[config.mk]
export PLATFORM = sky130hd
export DESIGN_NAME = wav_apb_csr_array
export DESIGN_NICKNAME = d
export VERILOG_FILES = /design/src/rtl/wav_apb_csr_array.sv
export SDC_FILE = /design/constraint.sdc
export NUM_CORES = 1
export LEC_CHECK = 0
export ABC_AREA = 0
export CAP_MARGIN = 20
export CORE_AREA = 2 2 162 164
export CTS_BUF_LIST = sky130_fd_sc_hd__clkbuf_4
export DETAILED_ROUTE_END_ITERATION = 7
export DIE_AREA = 0 0 164 166
export PLACE_DENSITY = 0.82
export SYNTH_ARGS = -nofsm -noshare
export SYNTH_HDL_FRONTEND = slang
export SYNTH_SLANG_ARGS = --single-unit
export TNS_END_PERCENT = 10
[constraint.sdc]
create_clock -name RegClk -period 3.56 [get_ports RegClk]
set_input_delay 0.89 -clock RegClk [delete_from_list [all_inputs] [get_ports RegClk]]
set_output_delay 0.89 -clock RegClk [all_outputs]
set_load 0.01 [all_outputs]
[src/rtl/wav_apb_csr_array.sv]
// APB register bank with NUM_CH channels of CTRL / sticky STATUS / MASK.
// Also provides a registered interrupt, a registered debug mux and scan-mode forcing of the outputs.
module wav_apb_csr_array #(
    parameter int unsigned ADDR_WIDTH  = 8,
    parameter int unsigned NUM_CH      = 4,
    parameter int unsigned STAT_W      = 8,
    parameter int unsigned WAIT_STATES = 0,
    parameter logic [31:0] CTRL_RESET  = 32'h0
) (
    input  logic                     RegClk,
    input  logic                     RegResetn,
    input  logic                     PSEL,
    input  logic                     PENABLE,
    input  logic                     PWRITE,
    input  logic [ADDR_WIDTH-1:0]    PADDR,
    input  logic [31:0]              PWDATA,
    output logic [31:0]              PRDATA,
    output logic                     PREADY,
    output logic                     PSLVERR,
    input  logic [NUM_CH*STAT_W-1:0] hw_evt,
    output logic [NUM_CH*32-1:0]     swi_ctrl,
    output logic                     irq,
    output logic [31:0]              debug_bus,
    input  logic                     dft_core_scan_mode
);
    localparam int unsigned DATA_W = 32;
    localparam int unsigned CNT_W  = 3;
    localparam int unsigned DBG_W  = 4;
    localparam int unsigned BLK_W  = ADDR_WIDTH - 4;

    typedef enum logic {ST_IDLE, ST_ACCESS} state_t;

    state_t                state_q, state_d;
    logic [CNT_W-1:0]      cnt_q, cnt_d;
    logic                  setup;
    logic                  done;
    logic                  commit;

    logic [ADDR_WIDTH-1:0] addr_q;
    logic [DATA_W-1:0]     wdata_q;
    logic                  write_q;

    logic                  int_en_q;
    logic [DBG_W-1:0]      dbg_ch_q;
    logic                  dbg_src_q;
    logic [DATA_W-1:0]     ctrl_q   [NUM_CH];
    logic [STAT_W-1:0]     status_q [NUM_CH];
    logic [STAT_W-1:0]     mask_q   [NUM_CH];
    logic                  irq_q;
    logic [DATA_W-1:0]     dbg_q;

    logic [BLK_W-1:0]      blk;
    logic [3:0]            off;
    logic                  hit_glb;
    logic                  hit_sum;
    logic [NUM_CH-1:0]     hit_ch;
    logic                  err;
    logic [DATA_W-1:0]     rdata;
    logic [NUM_CH-1:0]     int_sum;
    logic [STAT_W-1:0]     stat_clr [NUM_CH];
    logic [DATA_W-1:0]     dbg_d;

    assign done   = (state_q == ST_ACCESS) && PENABLE && (cnt_q == CNT_W'(WAIT_STATES));
    assign commit = done && PSEL && write_q && !err;

    // APB state register
    always_ff @(posedge RegClk) begin
        if (!RegResetn) begin
            state_q <= ST_IDLE;
            cnt_q   <= '0;
        end else begin
            state_q <= state_d;
            cnt_q   <= cnt_d;
        end
    end

    // APB next state; losing PSEL mid-access abandons the transfer
    always_comb begin
        state_d = state_q;
        cnt_d   = cnt_q;
        setup   = 1'b0;
        case (state_q)
            ST_IDLE: begin
                if (PSEL && !PENABLE) begin
                    setup   = 1'b1;
                    cnt_d   = '0;
                    state_d = ST_ACCESS;
                end
            end
            ST_ACCESS: begin
                if (!PSEL || done) begin
                    state_d = ST_IDLE;
                end else if (cnt_q < CNT_W'(WAIT_STATES)) begin
                    cnt_d = cnt_q + CNT_W'(1);
                end
            end
            default: state_d = ST_IDLE;
        endcase
    end

    // Setup-phase capture of the request
    always_ff @(posedge RegClk) begin
        if (!RegResetn) begin
            addr_q  <= '0;
            wdata_q <= '0;
            write_q <= 1'b0;
        end else if (setup) begin
            addr_q  <= PADDR;
            wdata_q <= PWDATA;
            write_q <= PWRITE;
        end
    end

    // Address decode: block 0 holds the globals, block i+1 holds channel i
    always_comb begin
        blk     = addr_q[ADDR_WIDTH-1:4];
        off     = addr_q[3:0];
        hit_glb = (blk == '0) && (off == 4'h0);
        hit_sum = (blk == '0) && (off == 4'h4);
        for (int unsigned i = 0; i < NUM_CH; i++) begin
            hit_ch[i] = (blk == BLK_W'(i + 1));
        end
        err = !(hit_glb || hit_sum ||
                ((|hit_ch) && (off == 4'h0 || off == 4'h4 || off == 4'h8)))
              || (hit_sum && write_q)
              || (addr_q[1:0] != 2'b00);
    end

    always_comb begin
        for (int unsigned i = 0; i < NUM_CH; i++) begin
            int_sum[i]  = |(status_q[i] & mask_q[i]);
            stat_clr[i] = (commit && hit_ch[i] && off == 4'h4) ? wdata_q[STAT_W-1:0] : '0;
        end
    end

    always_comb begin
        rdata = '0;
        if (hit_glb) rdata = {23'b0, dbg_src_q, dbg_ch_q, 3'b0, int_en_q};
        if (hit_sum) rdata = DATA_W'(int_sum);
        for (int unsigned i = 0; i < NUM_CH; i++) begin
            if (hit_ch[i]) begin
                case (off)
                    4'h0:    rdata = ctrl_q[i];
                    4'h4:    rdata = DATA_W'(status_q[i]);
                    4'h8:    rdata = DATA_W'(mask_q[i]);
                    default: rdata = '0;
                endcase
            end
        end
    end

    always_comb begin
        dbg_d = '0;
        for (int unsigned i = 0; i < NUM_CH; i++) begin
            if (dbg_ch_q == DBG_W'(i)) dbg_d = dbg_src_q ? DATA_W'(status_q[i]) : ctrl_q[i];
        end
    end

    // Register file; a same-cycle event beats a W1C clear
    always_ff @(posedge RegClk) begin
        if (!RegResetn) begin
            int_en_q  <= 1'b0;
            dbg_ch_q  <= '0;
            dbg_src_q <= 1'b0;
            irq_q     <= 1'b0;
            dbg_q     <= '0;
            for (int unsigned i = 0; i < NUM_CH; i++) begin
                ctrl_q[i]   <= CTRL_RESET;
                status_q[i] <= '0;
                mask_q[i]   <= '0;
            end
        end else begin
            if (commit && hit_glb) begin
                int_en_q  <= wdata_q[0];
                dbg_ch_q  <= wdata_q[7:4];
                dbg_src_q <= wdata_q[8];
            end
            for (int unsigned i = 0; i < NUM_CH; i++) begin
                if (commit && hit_ch[i] && off == 4'h0) ctrl_q[i] <= wdata_q;
                if (commit && hit_ch[i] && off == 4'h8) mask_q[i] <= wdata_q[STAT_W-1:0];
                status_q[i] <= (status_q[i] & ~stat_clr[i]) | hw_evt[i*STAT_W +: STAT_W];
            end
            irq_q <= int_en_q && (|int_sum);
            dbg_q <= dbg_d;
        end
    end

    assign PREADY    = done;
    assign PSLVERR   = done && err;
    assign PRDATA    = (done && !err) ? rdata : '0;
    assign irq       = irq_q && !dft_core_scan_mode;
    assign debug_bus = dbg_q;

    always_comb begin
        for (int unsigned i = 0; i < NUM_CH; i++) begin
            swi_ctrl[i*DATA_W +: DATA_W] = dft_core_scan_mode ? CTRL_RESET : ctrl_q[i];
        end
    end

endmodule

# ---- After elaboration in Yosys (flattened, before gate mapping)
# Memories as Yosys holds them, arrays and structs flattened.
# Index checks and enable logic that the tools add are counted.
dict set report totals {
  regBits 84
  ram_bits 192
  inputBits 78
  out_inout_bits 195
  wordCells 184
  mem_count 3
}
dict set report op_classes {
  addsub 1
  order_cmp 1
  eq_ne 12
  n_mux 73
  bitwise 29
  reduce_logical 55
}
# memory depth word_bits rd rd_clocked_by_memory_dff write_ports line_no
set mem_list {}
lappend mem_list {ctrl_q 4 32 4 0 4 46} ;# logic [DATA_W-1:0] ctrl_q [NUM_CH];
lappend mem_list {mask_q 4 8 4 0 4 48} ;# logic [STAT_W-1:0] mask_q [NUM_CH];
lappend mem_list {status_q 4 8 4 0 4 47} ;# logic [STAT_W-1:0] status_q [NUM_CH];
# op count
set op_table {}
lappend op_table {{$mux W32} 22}
lappend op_table {{$pmux W32 S3} 4}
lappend op_table {{$mux W8} 12}
lappend op_table {{$and A8 B8 Y8} 8}
lappend op_table {{$not A8 Y8} 4}
lappend op_table {{$or A8 B8 Y8} 4}
lappend op_table {{$reduce_or A32 Y1} 1}
lappend op_table {{$reduce_or A8 Y1} 4}
lappend op_table {{$logic_and A1 B1 Y1} 31}
lappend op_table {{$mux W1} 29}
lappend op_table {{$eq A4 B2 Y1 const B} 4}
lappend op_table {{$logic_not A4 Y1} 3}
lappend op_table {{$or A1 B1 Y1} 12}
lappend op_table {{$mux W3} 3}
lappend op_table {{$mux W9} 1}
lappend op_table {{$eq A4 B1 Y1 const B} 2}
lappend op_table {{$eq A4 B3 Y1 const B} 2}
lappend op_table {{$logic_or A1 B1 Y1} 7}
lappend op_table {{$pmux W3 S2} 1}
lappend op_table {{$logic_not A1 Y1} 5}
lappend op_table {{$eq A4 B4 Y1 const B} 1}
lappend op_table {{$ne A2 B2 Y1 const B} 2}
lappend op_table {{$reduce_or A4 Y1} 1}
lappend op_table {{$add A3 B1 Y3 const B} 1}
lappend op_table {{7 further kinds} 7}

# ---- Logic depth before layout (Yosys ltp)
dict set report depth {
  depth_word 17
  ltp_mapped 9
  ltp_nobuf 5
}

# ---- Worst setup path before layout
# No wires, ideal clock.
dict set report synth_path {
  path_kind {input to output}
  from {in PENABLE}
  to {out PRDATA[11]}
  t_arrival_ps 2355
  required_time_ps 2670
  path_slack_ps 315
  stages 7
  n_path_buf 3
  path_cell_list {nand2_1 > or4_4 > buf_6 > or3_1 > buf_2 > buf_6 > a21oi_2}
}
dict set report synth_between {
  elab_chain_cells 4
}
# item line_no
set synth_rtl {}
lappend synth_rtl {{start: declaration} 13} ;# input logic PENABLE,
lappend synth_rtl {{$logic_and A1 B1 Y1 (2 in series)} 63} ;# assign done = (state_q == ST_ACCESS) && PENABLE && (cnt_q == CNT_W'(WAIT_STATES));
lappend synth_rtl {{$logic_and A1 B1 Y1} 190} ;# assign PRDATA = (done && !err) ? rdata : '0;
lappend synth_rtl {{$mux W32} 190}
lappend synth_rtl {{end: declaration} 17} ;# output logic [31:0] PRDATA,
# No other way between the ends.

# ---- Worst setup path in the final report
dict set report layout_path {
  from {reg addr_q[4]}
  to {out PRDATA[13]}
}
dict set report layout_between {
  elab_chain_cells 10
  word_cells_on_any_way 22
  cone_classes {eq/ne: 4; mux: 5; reduce/logical: 13}
}
# item line_no
set layout_rtl {}
lappend layout_rtl {{start: declaration} 39} ;# logic [ADDR_WIDTH-1:0] addr_q;
lappend layout_rtl {{start signal: assignment} 104} ;# addr_q <= '0;
lappend layout_rtl {{start signal: assignment} 108} ;# addr_q <= PADDR;
lappend layout_rtl {{$eq A4 B1 Y1, or another cell as far along} 121} ;# hit_ch[i] = (blk == BLK_W'(i + 1));
lappend layout_rtl {{$reduce_or A4 Y1, or another cell as far along} 124} ;# ((|hit_ch) && (off == 4'h0 || off == 4'h4 || off == 4'h8)))
lappend layout_rtl {{$logic_and A1 B1 Y1 or $logic_or A1 B1 Y1 (tied branches)} {124, 123}}
lappend layout_rtl {{$logic_or A1 B1 Y1} 123} ;# err = !(hit_glb || hit_sum ||
lappend layout_rtl {{$logic_not A1 Y1} 123}
lappend layout_rtl {{$logic_or A1 B1 Y1} 125} ;# || (hit_sum && write_q)
lappend layout_rtl {{$logic_or A1 B1 Y1} 126} ;# || (addr_q[1:0] != 2'b00);
lappend layout_rtl {{$logic_not A1 Y1} 190}
lappend layout_rtl {{$logic_and A1 B1 Y1} 190}
lappend layout_rtl {{$mux W32 *} 190}
# Mark *: on every way between the ends. The rest lies on a longest branch, timed or not.

==> metrics.txt <==
utilization of the core after routing=70.2%; Clock Sinks=273; most frequent cell after synthesis=sky130_fd_sc_hd__nor2_1; maximum capacitance violations=0; startpoint of the worst-slack reg-to-reg timing path=addr_q[6]$_SDFFE_PN0P_; Max H-tree Level=3; number of global-route vias before repair=12.2k; final count of hold timing violations=0; result of the run=finished, violations left; total die area=around 27000 sq um; FFs w/ async S/R, synth=0%; die height=166 microns; root cell of the clock tree=sky130_fd_sc_hd__clkbuf_4; Pre-antenna DRT Iters=5; share of final-layout standard cells stronger than drive strength 1=15.5%; nets in the synthesized netlist=1507; cells taking the most area after synthesis=sky130_fd_sc_hd__edfxtp_1, sky130_fd_sc_hd__dfxtp_1, sky130_fd_sc_hd__nor2_1; number of fill cells in the layout=1916; routability congestion estimate=1.01; number of enable-type register cells in the synthesized netlist=160; final standard cell count with taps included and fillers excluded=2120; global-route congestion overflow total=0; width of the chip=between 150 and 200 microns; clock tree from TritonCTS=done; sequential cell area fraction in the yosys report=52.1%; Critical Path End Type=primary output; netlist area before placement=13600 sq um; critical hold path startpoint=wdata_q[25]$_SDFFE_PN0P_; number of DRC violations after detailed routing=0; number of buffer cells added on primary ports=272; maximum buffer depth of the clock tree=3; cell count after synthesis=1429; worst hold path class=reg2reg; Initial Util=53.0%; multi-input combinational cell area=just over 6000 sq um; worst stage delay on the critical path=0.51 ns; sequential cell area=7090 sq um; average via count per standard cell=approximately 6.0; crit path launch type=flip-flop; data required time of the worst path=~2.7 ns; post-synth top area share=between 30% and 40%; Max Clock Skew=~0.04 ns; first-iteration detailed-routing DRC count=1568; first-pass GRT wire length=72400 microns; maximum number of pins on one net before global-route repair=65; highest net fanout along the worst path=6; Core Rows=59; chain of cells forming the critical path=or4_4, nor3_4, or4_4, or3_4, buf_12, buf_16, a21oi_2, buf_2; most area-hungry cell type in the Yosys netlist=sky130_fd_sc_hd__edfxtp_1; Static Leak=6.18 nW; Mean Syn Cell Area=between 9 and 10 sq um; residual antenna-violating net count after detailed routing=0; category of the most critical setup path=reg2out; PwrDens=404 nW/um^2; unrepaired setup endpoints after global routing=true; setup slack after placement=-0.635 ns; # IOs=273; placed cells=1985; part of the cycle the worst path needs=103%; via count=~13k; worst endpoint data arrival time=2.77 ns; number of register bits inferred by synthesis=between 200 and 300; average detailed-routed wire length per instance=22.7 microns; Post-Route WL=48100 microns; unique cell type count in the Yosys netlist=49; clk slew on worst S/H paths=0.06 ns; maximum clock rate=between 200 and 300 MHz; CP Launch Point=addr_q[4]$_SDFFE_PN0P_; Final Max Slew Viols=0; area of the core=25600 sq um; violations in the final reports=negative setup slack; slowest cell on the critical path=sky130_fd_sc_hd__or4_4; post-route minimum period=3.66 ns; top cells by instance count after synthesis=sky130_fd_sc_hd__nor2_1, sky130_fd_sc_hd__nand2_1, sky130_fd_sc_hd__edfxtp_1; global router's overall resource usage=between 30% and 40%; number of warnings reported in the yosys synthesis log=0; worst voltage drop across the vdd grid=0.330 mV; cell with the most instances on the worst path=sky130_fd_sc_hd__or4_4; remaining max-slew budget at the tightest pin=46.0%; detailed placement HPWL=roughly 33000 microns; Synth Flop Type=sky130_fd_sc_hd__edfxtp_1; latest clock arrival within the worst-skew pair=0.67 ns; final worst-path setup slack=-0.0991 ns; CTS Buf Count=71; fin nets=1808; transition time at the pin with the least slew margin=0.810 ns; post-synthesis to final-layout area growth=32.4%; count of hold buffers inserted by post-cts repair=0; antenna violations before repair=1; final setup vio count=14
kinds of logic after synthesis:
family,count (synthesis),share of synthesized area [%]
compound gates,309,15.7
buf+inv,112,3.33
flops,273,52.1
mux,94,7.08
simple gates,641,21.9
repair_timing:
action / 4_1_cts / 5_1_grt
buffers inserted: 4 / 0
endpoints found under the setup margin: 33 / 33
pin swaps: 5 / 2
gates cloned: 3 / 0
gates resized for setup: 131 / 27
cells in the final DEF (no fill, tap or decap), types with 4 or more instances in the layout:
cell type / Yosys / layout
sky130_fd_sc_hd__o21ai_0: 43 / 41
sky130_fd_sc_hd__a21boi_0: 73 / 73
sky130_fd_sc_hd__a21oi_2: 20 / 22
sky130_fd_sc_hd__dfxtp_1: 113 / 104
sky130_fd_sc_hd__a221oi_1: 25 / 25
sky130_fd_sc_hd__nor2b_1: 144 / 143
sky130_fd_sc_hd__inv_1: 5 / 5
sky130_fd_sc_hd__a22oi_1: 17 / 17
sky130_fd_sc_hd__a21oi_1: 54 / 48
sky130_fd_sc_hd__nand3_1: 10 / 10
sky130_fd_sc_hd__edfxtp_1: 160 / 160
sky130_fd_sc_hd__dfxtp_4: 0 / 6
sky130_fd_sc_hd__o22ai_1: 23 / 23
sky130_fd_sc_hd__buf_6: 3 / 7
sky130_fd_sc_hd__nand4_1: 5 / 5
sky130_fd_sc_hd__clkbuf_4: 0 / 104
sky130_fd_sc_hd__o21a_1: 25 / 25
sky130_fd_sc_hd__buf_2: 7 / 21
sky130_fd_sc_hd__buf_4: 0 / 47
sky130_fd_sc_hd__clkinv_1: 0 / 17
sky130_fd_sc_hd__clkdlybuf4s50_1: 0 / 236
sky130_fd_sc_hd__nor2_1: 245 / 245
sky130_fd_sc_hd__mux2_2: 16 / 16
sky130_fd_sc_hd__mux2i_1: 78 / 78
sky130_fd_sc_hd__nand2_1: 183 / 181
sky130_fd_sc_hd__dlygate4sd2_1: 0 / 8
sky130_fd_sc_hd__a21oi_4: 0 / 4
sky130_fd_sc_hd__buf_12: 0 / 11
sky130_fd_sc_hd__a2bb2oi_1: 15 / 15
sky130_fd_sc_hd__nor3_1: 26 / 25
metrics by stage:
step	instance area, sq um	power (mW)	hold WS [ns]	setup TNS [ns]
finish	18000	7.27	0.466	-1.01
CTS	17900	7.26	0.468	-2.20
global route	18000	7.51	0.482	-2.95
detailed placement	16800	4.44	0.456	-17.40
global placement	16800	4.42	0.452	-16.94
floorplan	13600	3.99	0.429	0
layer usage:
layer / up-vias / share of wire (%) / GRT usage, %
li1: 5645 / - / -
met1: 5999 / 39 / 48.8
met2: 974 / 44 / 52.0
met3: 138 / 13 / 8.87
met4: 0 / 4.2 / 15.9
met5: - / 0 / 0
worst paths after layout:
kind / to / slack (ns) / cells after the start
worst max-delay path: PRDATA[13] / -0.1 / 8
worst min-delay path: wdata_q[25]$_SDFFE_PN0P_ / 0.47 / 2
worst max register to register: ctrl_q[0][12]$_SDFFCE_PN0P_ / 1.23 / 7
worst min register to register: wdata_q[25]$_SDFFE_PN0P_ / 0.47 / 2
sequential cells by signal, summed over array words and instances, names as in the netlist:
register,flops
dbg_ch_q,4
status_q,32
state_q,1
write_q,1
ctrl_q,128
debug_bus,32
addr_q,8
mask_q,32
irq_q,1
wdata_q,32
dbg_src_q,1
int_en_q,1
power breakdown:
part	internal (mW)	leakage, nW	switching, mW
registers	3.46	2.59	0.142
logic	0.391	3.03	0.420
clock network	1.56	0.560	1.30
cell type report:
type	instances	area share [%]
inverter	5	0.104
timing repair buffer	335	18.3
sequential	273	39.5
tap	335	2.33
clock inverter	23	0.947
antenna	1	0.0139
clock buffer	104	4.34
multi-input combinational	1044	34.5
worst max-delay path: cells and delay by family (launching register included):
family	cells	cell delay (ns)
simple gates	4	1.17
flops	1	0.38
buf+inv	3	0.45
compound gates	1	0.10
Note: power is estimated with default switching activity, not from simulation.
